--- src/rtl/fft_pkg.sv ---
// Shared FFT BRAM-interface package: FSM state encoding, clogb2 and bit-reverse helpers.
// Used by the load-side and store-side BRAM interfaces and by fft_addr_gen.
// Contents: fft_state_e, clogb2(), bit_rev().
package fft_pkg;

    typedef enum logic [1:0] {
        ST_IDLE  = 2'd0,
        ST_WRITE = 2'd1,
        ST_DONE  = 2'd2
    } fft_state_e;

    // Number of bits needed to represent value (clogb2(7) = 3, clogb2(1023) = 10).
    function automatic int clogb2(input int value);
        int r;
        r = 0;
        for (int i = 0; i < 32; i++) begin
            if ((value >> i) != 0) begin
                r = i + 1;
            end
        end
        return r;
    endfunction

    // Reverse the low aw bits of v; bits above aw come back as zero.
    // Shift/mask form keeps every index constant, so any aw up to 32 works.
    function automatic logic [31:0] bit_rev(input logic [31:0] v, input int aw);
        logic [31:0] r;
        r = '0;
        for (int i = 0; i < 32; i++) begin
            if (i < aw) begin
                r = r | (((v >> (aw - 1 - i)) & 32'd1) << i);
            end
        end
        return r;
    endfunction

endpackage

--- src/rtl/fft_addr_gen.sv ---
// Frame sample counter with linear or bit-reversed address decode (shared by load and store sides).
// Latency: o_cnt/o_addr reflect the counter register; o_addr is a pure decode of o_cnt.
// Backpressure: none; the caller increments only on accepted samples. i_clr beats i_inc.
// Ports: clk, rst_n, i_clr (zero the counter), i_inc (count one sample), o_cnt, o_addr.
module fft_addr_gen
    import fft_pkg::*;
#(
    parameter int AW          = 10,
    parameter int BIT_REVERSE = 1
) (
    input  logic          clk,
    input  logic          rst_n,
    input  logic          i_clr,
    input  logic          i_inc,
    output logic [AW-1:0] o_cnt,
    output logic [AW-1:0] o_addr
);

    logic [AW-1:0] cnt_q;
    logic [AW-1:0] cnt_d;

    // The depth is a power of two, so the natural wrap of the adder returns cnt to 0
    // after the last sample of a frame.
    always_comb begin
        cnt_d = cnt_q;
        if (i_clr) begin
            cnt_d = '0;
        end else if (i_inc) begin
            cnt_d = cnt_q + AW'(1);
        end
    end

    always_ff @(posedge clk or negedge rst_n) begin
        if (!rst_n) begin
            cnt_q <= '0;
        end else begin
            cnt_q <= cnt_d;
        end
    end

    assign o_cnt  = cnt_q;
    assign o_addr = (BIT_REVERSE != 0) ? AW'(bit_rev(32'(cnt_q), AW)) : cnt_q;

endmodule

--- src/rtl/store_bram_if.sv ---
// Store-side BRAM interface: writes one DATA_DEPTH-sample frame into BRAM, linear or bit-reversed.
// Latency: an accepted sample (i_valid & o_ready) is presented on o_enb/o_web/o_addrb/o_dinb one cycle later.
// Backpressure: o_ready is high only in WRITE and comes from a register, so there is no path from i_valid.
// Ports: i_start/i_abort frame control; i_data/i_valid/o_ready sample stream;
//        o_addrb/o_dinb/o_enb/o_web BRAM port B; o_busy/o_done frame status. All outputs registered.
module store_bram_if
    import fft_pkg::*;
#(
    parameter int DATA_WIDTH  = 18,
    parameter int DATA_DEPTH  = 1024,
    parameter int BIT_REVERSE = 1,
    localparam int AW         = clogb2(DATA_DEPTH - 1)
) (
    input  logic                  clk,
    input  logic                  rst_n,
    input  logic                  i_start,
    input  logic                  i_abort,
    input  logic [DATA_WIDTH-1:0] i_data,
    input  logic                  i_valid,
    output logic                  o_ready,
    output logic [AW-1:0]         o_addrb,
    output logic [DATA_WIDTH-1:0] o_dinb,
    output logic                  o_enb,
    output logic                  o_web,
    output logic                  o_busy,
    output logic                  o_done
);

    fft_state_e            state_q, state_d;
    logic                  ready_q, ready_d;
    logic                  busy_q, busy_d;
    logic                  done_q, done_d;
    logic                  wr_q, wr_d;
    logic [AW-1:0]         addrb_q, addrb_d;
    logic [DATA_WIDTH-1:0] dinb_q, dinb_d;

    logic                  accept;
    logic                  cnt_clr;
    logic [AW-1:0]         cnt;
    logic [AW-1:0]         addr;
    logic                  last;

    assign accept = i_valid && ready_q;
    assign last   = (cnt == AW'(DATA_DEPTH - 1));

    fft_addr_gen #(
        .AW          (AW),
        .BIT_REVERSE (BIT_REVERSE)
    ) u_addr_gen (
        .clk    (clk),
        .rst_n  (rst_n),
        .i_clr  (cnt_clr),
        .i_inc  (accept),
        .o_cnt  (cnt),
        .o_addr (addr)
    );

    always_comb begin
        state_d = state_q;
        cnt_clr = 1'b0;
        case (state_q)
            ST_IDLE: begin
                // Abort in the same cycle as start keeps the block idle.
                if (i_start && !i_abort) begin
                    state_d = ST_WRITE;
                    cnt_clr = 1'b1;
                end
            end
            ST_WRITE: begin
                // A sample accepted alongside abort is still written, but the frame ends.
                if (i_abort) begin
                    state_d = ST_IDLE;
                    cnt_clr = 1'b1;
                end else if (accept && last) begin
                    state_d = ST_DONE;
                end
            end
            ST_DONE: begin
                state_d = ST_IDLE;
                cnt_clr = i_abort;
            end
            default: begin
                state_d = ST_IDLE;
                cnt_clr = 1'b1;
            end
        endcase
    end

    // Status outputs are decoded from the next state so they line up with the state register.
    always_comb begin
        ready_d = (state_d == ST_WRITE);
        busy_d  = (state_d != ST_IDLE);
        done_d  = (state_d == ST_DONE);
        wr_d    = accept;
        addrb_d = accept ? addr : addrb_q;
        dinb_d  = accept ? i_data : dinb_q;
    end

    always_ff @(posedge clk or negedge rst_n) begin
        if (!rst_n) begin
            state_q <= ST_IDLE;
            ready_q <= 1'b0;
            busy_q  <= 1'b0;
            done_q  <= 1'b0;
            wr_q    <= 1'b0;
            addrb_q <= '0;
            dinb_q  <= '0;
        end else begin
            state_q <= state_d;
            ready_q <= ready_d;
            busy_q  <= busy_d;
            done_q  <= done_d;
            wr_q    <= wr_d;
            addrb_q <= addrb_d;
            dinb_q  <= dinb_d;
        end
    end

    assign o_ready = ready_q;
    assign o_busy  = busy_q;
    assign o_done  = done_q;
    assign o_enb   = wr_q;
    assign o_web   = wr_q;
    assign o_addrb = addrb_q;
    assign o_dinb  = dinb_q;

endmodule
--- config.mk ---
export PLATFORM = sky130hd
export DESIGN_NAME = store_bram_if
export DESIGN_NICKNAME = d
export VERILOG_FILES = /design/src/rtl/fft_pkg.sv /design/src/rtl/fft_addr_gen.sv /design/src/rtl/store_bram_if.sv
export SDC_FILE = /design/constraint.sdc
export NUM_CORES = 1
export LEC_CHECK = 0
export CORE_AREA = 5 5 77 65
export DETAILED_ROUTE_END_ITERATION = 8
export DIE_AREA = 0 0 82 70
export PLACE_DENSITY = 0.77
export REMOVE_ABC_BUFFERS = 1
export SLEW_MARGIN = 0
export SYNTH_ARGS = -nofsm -noshare
export SYNTH_HDL_FRONTEND = slang
export SYNTH_SLANG_ARGS = --single-unit
--- constraint.sdc ---
create_clock -name clk -period 1.7 [get_ports clk]
set_input_delay 0.34 -clock clk [delete_from_list [all_inputs] [get_ports clk]]
set_output_delay 0.34 -clock clk [all_outputs]
set_load 0.01 [all_outputs]
==> impl_metrics.tcl, run 1 <==
set metrics [dict create \
    status "completed" \
    root_buffer "clkbuf_8" \
    hp-class "reg2reg" \
    r2r_slack_ps 130 \
    start_util_pct 44.9 \
    fmax_ghz 0.635 \
    cts_resized 0 \
    die_area_um2 5740 \
    fin_nets 228 \
    grt_pass1_vias 1416 \
    synth_area_um2 1840 \
    rows 21 \
    p_leak_nw 1.17 \
    critPathArrivalTime_ps 1790 \
    die_x_um 82 \
    rsz0062_at_grt "false" \
    netlist_instances 138 \
    filler_cell_count 331 \
    place.port_buffers 55 \
    dp.cells 250 \
    area_growth_pct 42.6 \
    final_cell_area_um2 2630 \
    gp_congestion 0.761 \
    path_max_fanout 10 \
    final_util_pct 64.1 \
    ios 56 \
    first_pass_iters 4 \
    numCtsBuffers 5 \
    dpl_cell_area_um2 2520 \
    slew_violations 0 \
    clk_path_buf_depth 2 \
    multi_input_area_um2 692 \
    finalCritPeriodShare_pct 92.6 \
    power_mw 3.67 \
    insertedDiodeCount 0 \
    finalNonFillerCells 258 \
    gr-total-overflow 0 \
    finClkSkew_ps 6.47 \
    peakVddDrop_mv 1.03 \
    crit_required_ps 1920 \
    grt_use_total_pct 15.1 \
    relSlewSlack_pct 68.3 \
    grt_max_degree 25 \
    worstHoldStart "o_addrb[0]" \
    crit_path_end_kind "register" \
    layout_min_cycle_time_ps 1570 \
    postRouteAntennaNets 0 \
    clock-sinks 44 \
    cts_max_level 2 \
    hold_end "o_addrb[0]" \
    rr_worst_depth 4 \
    seq_area_um2 1100 \
    drc_errors 0 \
    worst_slew_pin_slew_ps 476 \
    crit_start "state_q[0]" \
    ys_types 29 \
    drtIter0Drc 58 \
    final_layout_size_suffix_gt1_share_pct 23.9 \
    crit_path_start_kind "register" \
    routedWlPerCell_um 14.5 \
    yosys_warnings 0 \
    cap_violations 0 \
    cts_tree "yes" \
    path_class "reg2reg" \
    fp.dieH_um 70 \
    viasPerCell 4.90 \
    antenna_found_initial 0 \
    insertion_delay_ps 300 \
    setup_viol 0 \
    hold_depth 2 \
    grt_pass1_wl_mm 6.56 \
    avgSynthCellArea_um2 13.3 \
    worst_r2r_endpoint "u_addr_gen.o_cnt[1]" \
    path_clk_slew_ps 80 \
    vias 1264 \
    fin_hold_ws_ps 502 \
    powerDensity_nw_per_um2 1400 \
    hpwl_mm 2.79 \
    core_um2 4100 \
    synth_seq_cells 44 \
    finalWirelength_mm 3.73 \
    r2r_start "state_q[0]" \
    finalHoldViolations 0 \
    seq_area_frac_synth_pct 59.8 \
]
-- Yosys cell counts --
library cell / n / area share (%)
nand2_2: 1 / 0.34
xnor2_1: 4 / 1.9
nand2b_1: 1 / 0.34
nor2_1: 9 / 1.8
o21ai_0: 3 / 0.81
nor4_2: 1 / 0.68
a21oi_1: 3 / 0.81
and3_2: 1 / 0.41
ha_1: 4 / 2.7
mux2_2: 27 / 17
nor3_1: 2 / 0.54
inv_1: 6 / 1.2
dfrtp_1: 44 / 60
nor2b_1: 1 / 0.34
a221o_1: 1 / 0.54
nor4b_4: 1 / 1.3
nor2_2: 1 / 0.34
o21a_2: 2 / 0.95
buf_2: 3 / 0.81
or3_1: 2 / 0.68
buf_4: 1 / 0.41
nand4_1: 1 / 0.34
and4_1: 1 / 0.48
o22ai_1: 1 / 0.34
nand3_1: 1 / 0.27
nand4_4: 1 / 1.2
nand2_1: 10 / 2.0
xor2_1: 4 / 1.9
clkbuf_1: 1 / 0.20
-- state kept, by name, indices dropped and copies added (netlist names) --
| signal | cells |
|---|---|
| o_addrb | 10 |
| o_busy | 1 |
| o_dinb | 18 |
| o_done | 1 |
| o_enb | 1 |
| o_ready | 1 |
| state_q | 2 |
| u_addr_gen.o_cnt | 10 |
-- what timing repair did --
item	in CTS	in global routing
buffers inserted	0	0
endpoints found under the hold margin	19	0
hold buffers	1	0
endpoints found under the setup margin	0	0
-- area by class of cell --
type                    instances  area share [%]
well taps                      57            2.72
multi-input cells              83            26.3
clock buffers                   7            3.67
repair buffers                 61            24.5
flip-flops and latches         44            41.9
inverters                       6           0.858
-- logic make-up after synthesis --
family | after synthesis | synth area share, %
AO/OA/AOI/OAI | 10 | 3.46
XOR/XNOR | 8 | 3.80
adder cells (fa/ha/maj) | 4 | 2.72
buffers and inverters | 11 | 2.65
flip-flops | 44 | 59.8
multiplexers | 27 | 16.5
AND/OR/NAND/NOR | 34 | 11.1
-- worst max path at each step --
stage                     depth (start not counted)             endpoint
final                                             4  u_addr_gen.o_cnt[1]
after global routing                              4  u_addr_gen.o_cnt[1]
after CTS                                         1              o_ready
after detailed placement                          5            o_dinb[0]
after global placement                            5               o_busy
after floorplan                                   3            o_dinb[0]
-- layout by cell type, fill, tap and decap left out, drive strengths merged --
cell	instances
dfrtp	44
nand3	1
nor4b	1
mux2	27
inv	6
nor2	10
xnor2	4
dlygate4sd3	1
nor3	2
nor2b	1
nor4	1
o21ai	3
clkdlybuf4s50	54
o22ai	1
nand2b	1
o21a	2
clkbuf	7
a21oi	3
xor2	4
and3	1
and4	1
nand4	2
a221o	1
or3	2
nand2	11
ha	4
buf	6
-- routing by layer --
| layer | share of wire, % | track usage, % | vias to the layer above | routed length (um) |
|---|---|---|---|---|
| met5 | 0 | 0 | - | 0 |
| met1 | 40 | 17.8 | 605 | 1510 |
| met3 | 10 | 6.94 | 11 | 387 |
| met2 | 45 | 21.7 | 54 | 1700 |
| li1 | - | - | 594 | - |
| met4 | 3.7 | 9.59 | 0 | 139 |
-- worst max-delay path: stages, from the launching register on --
cell and delay [ps]:
dfrtp_1 410, inv_1 80, ha_1 300, a221o_1 510, a21oi_1 190
-- report_power, final --
part	switching, mW	internal (mW)	leakage (nW)
combinational	0.559	0.887	0.552
sequential	0.180	1.35	0.567
clock	0.335	0.362	0.0503
total	1.07	2.60	1.17
-- stage by stage --
stage | setup slack (ps) | setup TNS (ps)
finish | 125 | 0
detailed placement | -23.2 | -138
CTS | 109 | 0
global placement | -11.1 | -11.1
global route | 8.23 | 0
floorplan | 93.5 | 0
Note: power is estimated with default switching activity, not from simulation.
==> run 2: changes to the inputs <==
--- a/config.mk
+++ b/config.mk
@@ -5,11 +5,11 @@
 export SDC_FILE = /design/constraint.sdc
 export NUM_CORES = 1
 export LEC_CHECK = 0
+export CAP_MARGIN = 5
 export CORE_AREA = 5 5 77 65
 export DETAILED_ROUTE_END_ITERATION = 8
 export DIE_AREA = 0 0 82 70
 export PLACE_DENSITY = 0.77
-export REMOVE_ABC_BUFFERS = 1
 export SLEW_MARGIN = 0
 export SYNTH_ARGS = -nofsm -noshare
 export SYNTH_HDL_FRONTEND = slang
==> run 2 against run 1 <==
Combinational power barely moved. First-iteration DRC count fell by 55%. Wire length rose by 2.4%. Worst hold slack got worse by 390 ps. Critical path depth fell by 3. Non-clock buffer count fell by 1. Setup slack got worse by 11 ps. Design area fell by 2.0%. Highest routed layer unchanged.
==> impl_metrics.tcl, run 2 (same netlist as run 1, synthesis figures left out) <==
set metrics [dict create \
    rsz0062_at_grt "false" \
    layout_min_cycle_time_ps 1590 \
    crit_path_end_kind "output port" \
    clock_power_share_pct 16.8 \
    fin_nets 227 \
    final_cell_area_um2 2570 \
    finalWirelength_mm 3.82 \
    status "completed" \
    rows 21 \
    drtIter0Drc 26 \
    finalCritPeriodShare_pct 93.2 \
    power_mw 3.58 \
    ios 56 \
    final_util_pct 62.8 \
    p_seq_share_pct 43.0 \
    cts_hold_buf 0 \
    peakVddDrop_mv 0.848 \
    path_clk_slew_ps 80 \
    crit_required_ps 1360 \
    hpwl_mm 2.87 \
    hp-class "in2async" \
    final_layout_size_suffix_gt1_share_pct 23.5 \
    clock-sinks 44 \
    gr-total-overflow 0 \
    r2r_slack_ps 130 \
    cp_num_cells 1 \
    vias 1253 \
    slowest_stage "clkdlybuf4s50_1" \
    grt_pass1_wl_mm 6.61 \
    switching_share_pct 30.0 \
    power_switching_mw 1.08 \
    cts_max_level 2 \
    start_util_pct 44.9 \
    synth_fp_nets 165 \
    fmax_ghz 0.631 \
    area_growth_pct 39.7 \
    finClkSkew_ps 3.17 \
    antenna_found_initial 0 \
    critPathArrivalTime_ps 1250 \
    p_leak_nw 1.15 \
    insertedDiodeCount 0 \
    cts_tree "yes" \
    die_x_um 82 \
    first_pass_iters 4 \
    path_class "reg2out" \
    multi_input_area_um2 692 \
    cts_resized 0 \
    routedWlPerCell_um 14.9 \
    fin_hold_ws_ps 108 \
    gp_congestion 0.729 \
    path_max_fanout 3 \
    layout_commonest_cell "clkdlybuf4s50_1" \
    viasPerCell 4.88 \
    crit_chain "clkdlybuf4s50_1" \
    fp.dieH_um 70 \
    rr_worst_depth 4 \
    clk_path_buf_depth 2 \
    drc_errors 0 \
    slew_violations 0 \
    largest_register_ffs 18 \
    finalHoldViolations 0 \
    grt_pass1_vias 1472 \
    numCtsBuffers 5 \
    dpl_cell_area_um2 2490 \
    crit_path_start_kind "register" \
    grt_use_total_pct 15.1 \
    worst_path_dominant_cell_family "buffers and inverters" \
    core_um2 4100 \
    final_cell_mix "clkdlybuf4s50_1, dfrtp_1, mux2_2" \
    place.port_buffers 55 \
    p_comb_share_pct 40.2 \
    insertion_delay_ps 290 \
    postRouteAntennaNets 0 \
    worst_slew_pin_slew_ps 533 \
    seq_area_um2 1100 \
    cap_violations 0 \
    power.internal_mw 2.51 \
    post_cts_buffers 0 \
    relSlewSlack_pct 64.4 \
    setup_viol 0 \
    die_area_um2 5740 \
    root_buffer "clkbuf_8" \
    grt_max_degree 45 \
    powerDensity_nw_per_um2 1390 \
    path_buf_inv 1 \
    filler_cell_count 332 \
    cpPeakStageDelay_ps 560 \
]
## run 2: changes by cell type in the layout (fill, tap and decap cells not counted)
cell / before / now
buf_4: 1 / 3
clkbuf_8: 7 / 5
clkinv_2: 0 / 1
clkbuf_1: 0 / 1
dlygate4sd3_1: 1 / 0
buf_12: 4 / 2
## run 2: area by class of cell
cell class              instances  area share (%)
repair buffers                 60            23.6
multi-input cells              83            26.9
flip-flops and latches         44            42.8
inverters                       6           0.875
well taps                      57            2.77
clock inverters                 1           0.195
clock buffers                   6            2.82
## run 2: stage by stage
stage / setup TNS (ps) / instances / worst slack, ps
finish: 0 / 257 / 115
global route: 0 / 257 / 22.9
CTS: 0 / 257 / 93.6
detailed placement: -1180 / 250 / -78.0
global placement: -366 / 250 / -41.7
floorplan: 0 / 138 / 280
## run 2: layer usage
metal | vias up | wire, um | track usage [%]
li1 | 587 | - | -
met1 | 619 | 1550 | 17.4
met2 | 40 | 1950 | 24.7
met3 | 7 | 254 | 5.91
met4 | 0 | 73 | 6.64
met5 | - | 0 | 0
## run 2: path summary, 6_finish.rpt
kind / startpoint / end
max in group asynchronous: rst_n / o_busy
min in group clk: o_addrb[0] / o_addrb[0]
min: rst_n / o_done
max reg2reg: state_q[1] / u_addr_gen.o_cnt[3]
min reg2reg: o_addrb[0] / o_addrb[0]
max: o_ready / o_ready
## run 2: power groups by stage
| stage | clock [mW] | sequential (mW) | combinational, mW |
|---|---|---|---|
| global route | 0.679 | 1.58 | 1.55 |
| detailed placement | 0 | 1.56 | 1.46 |
| CTS | 0.621 | 1.54 | 1.47 |
| finish | 0.602 | 1.54 | 1.44 |
| global placement | 0 | 1.53 | 1.42 |
| floorplan | 0 | 1.66 | 0.513 |
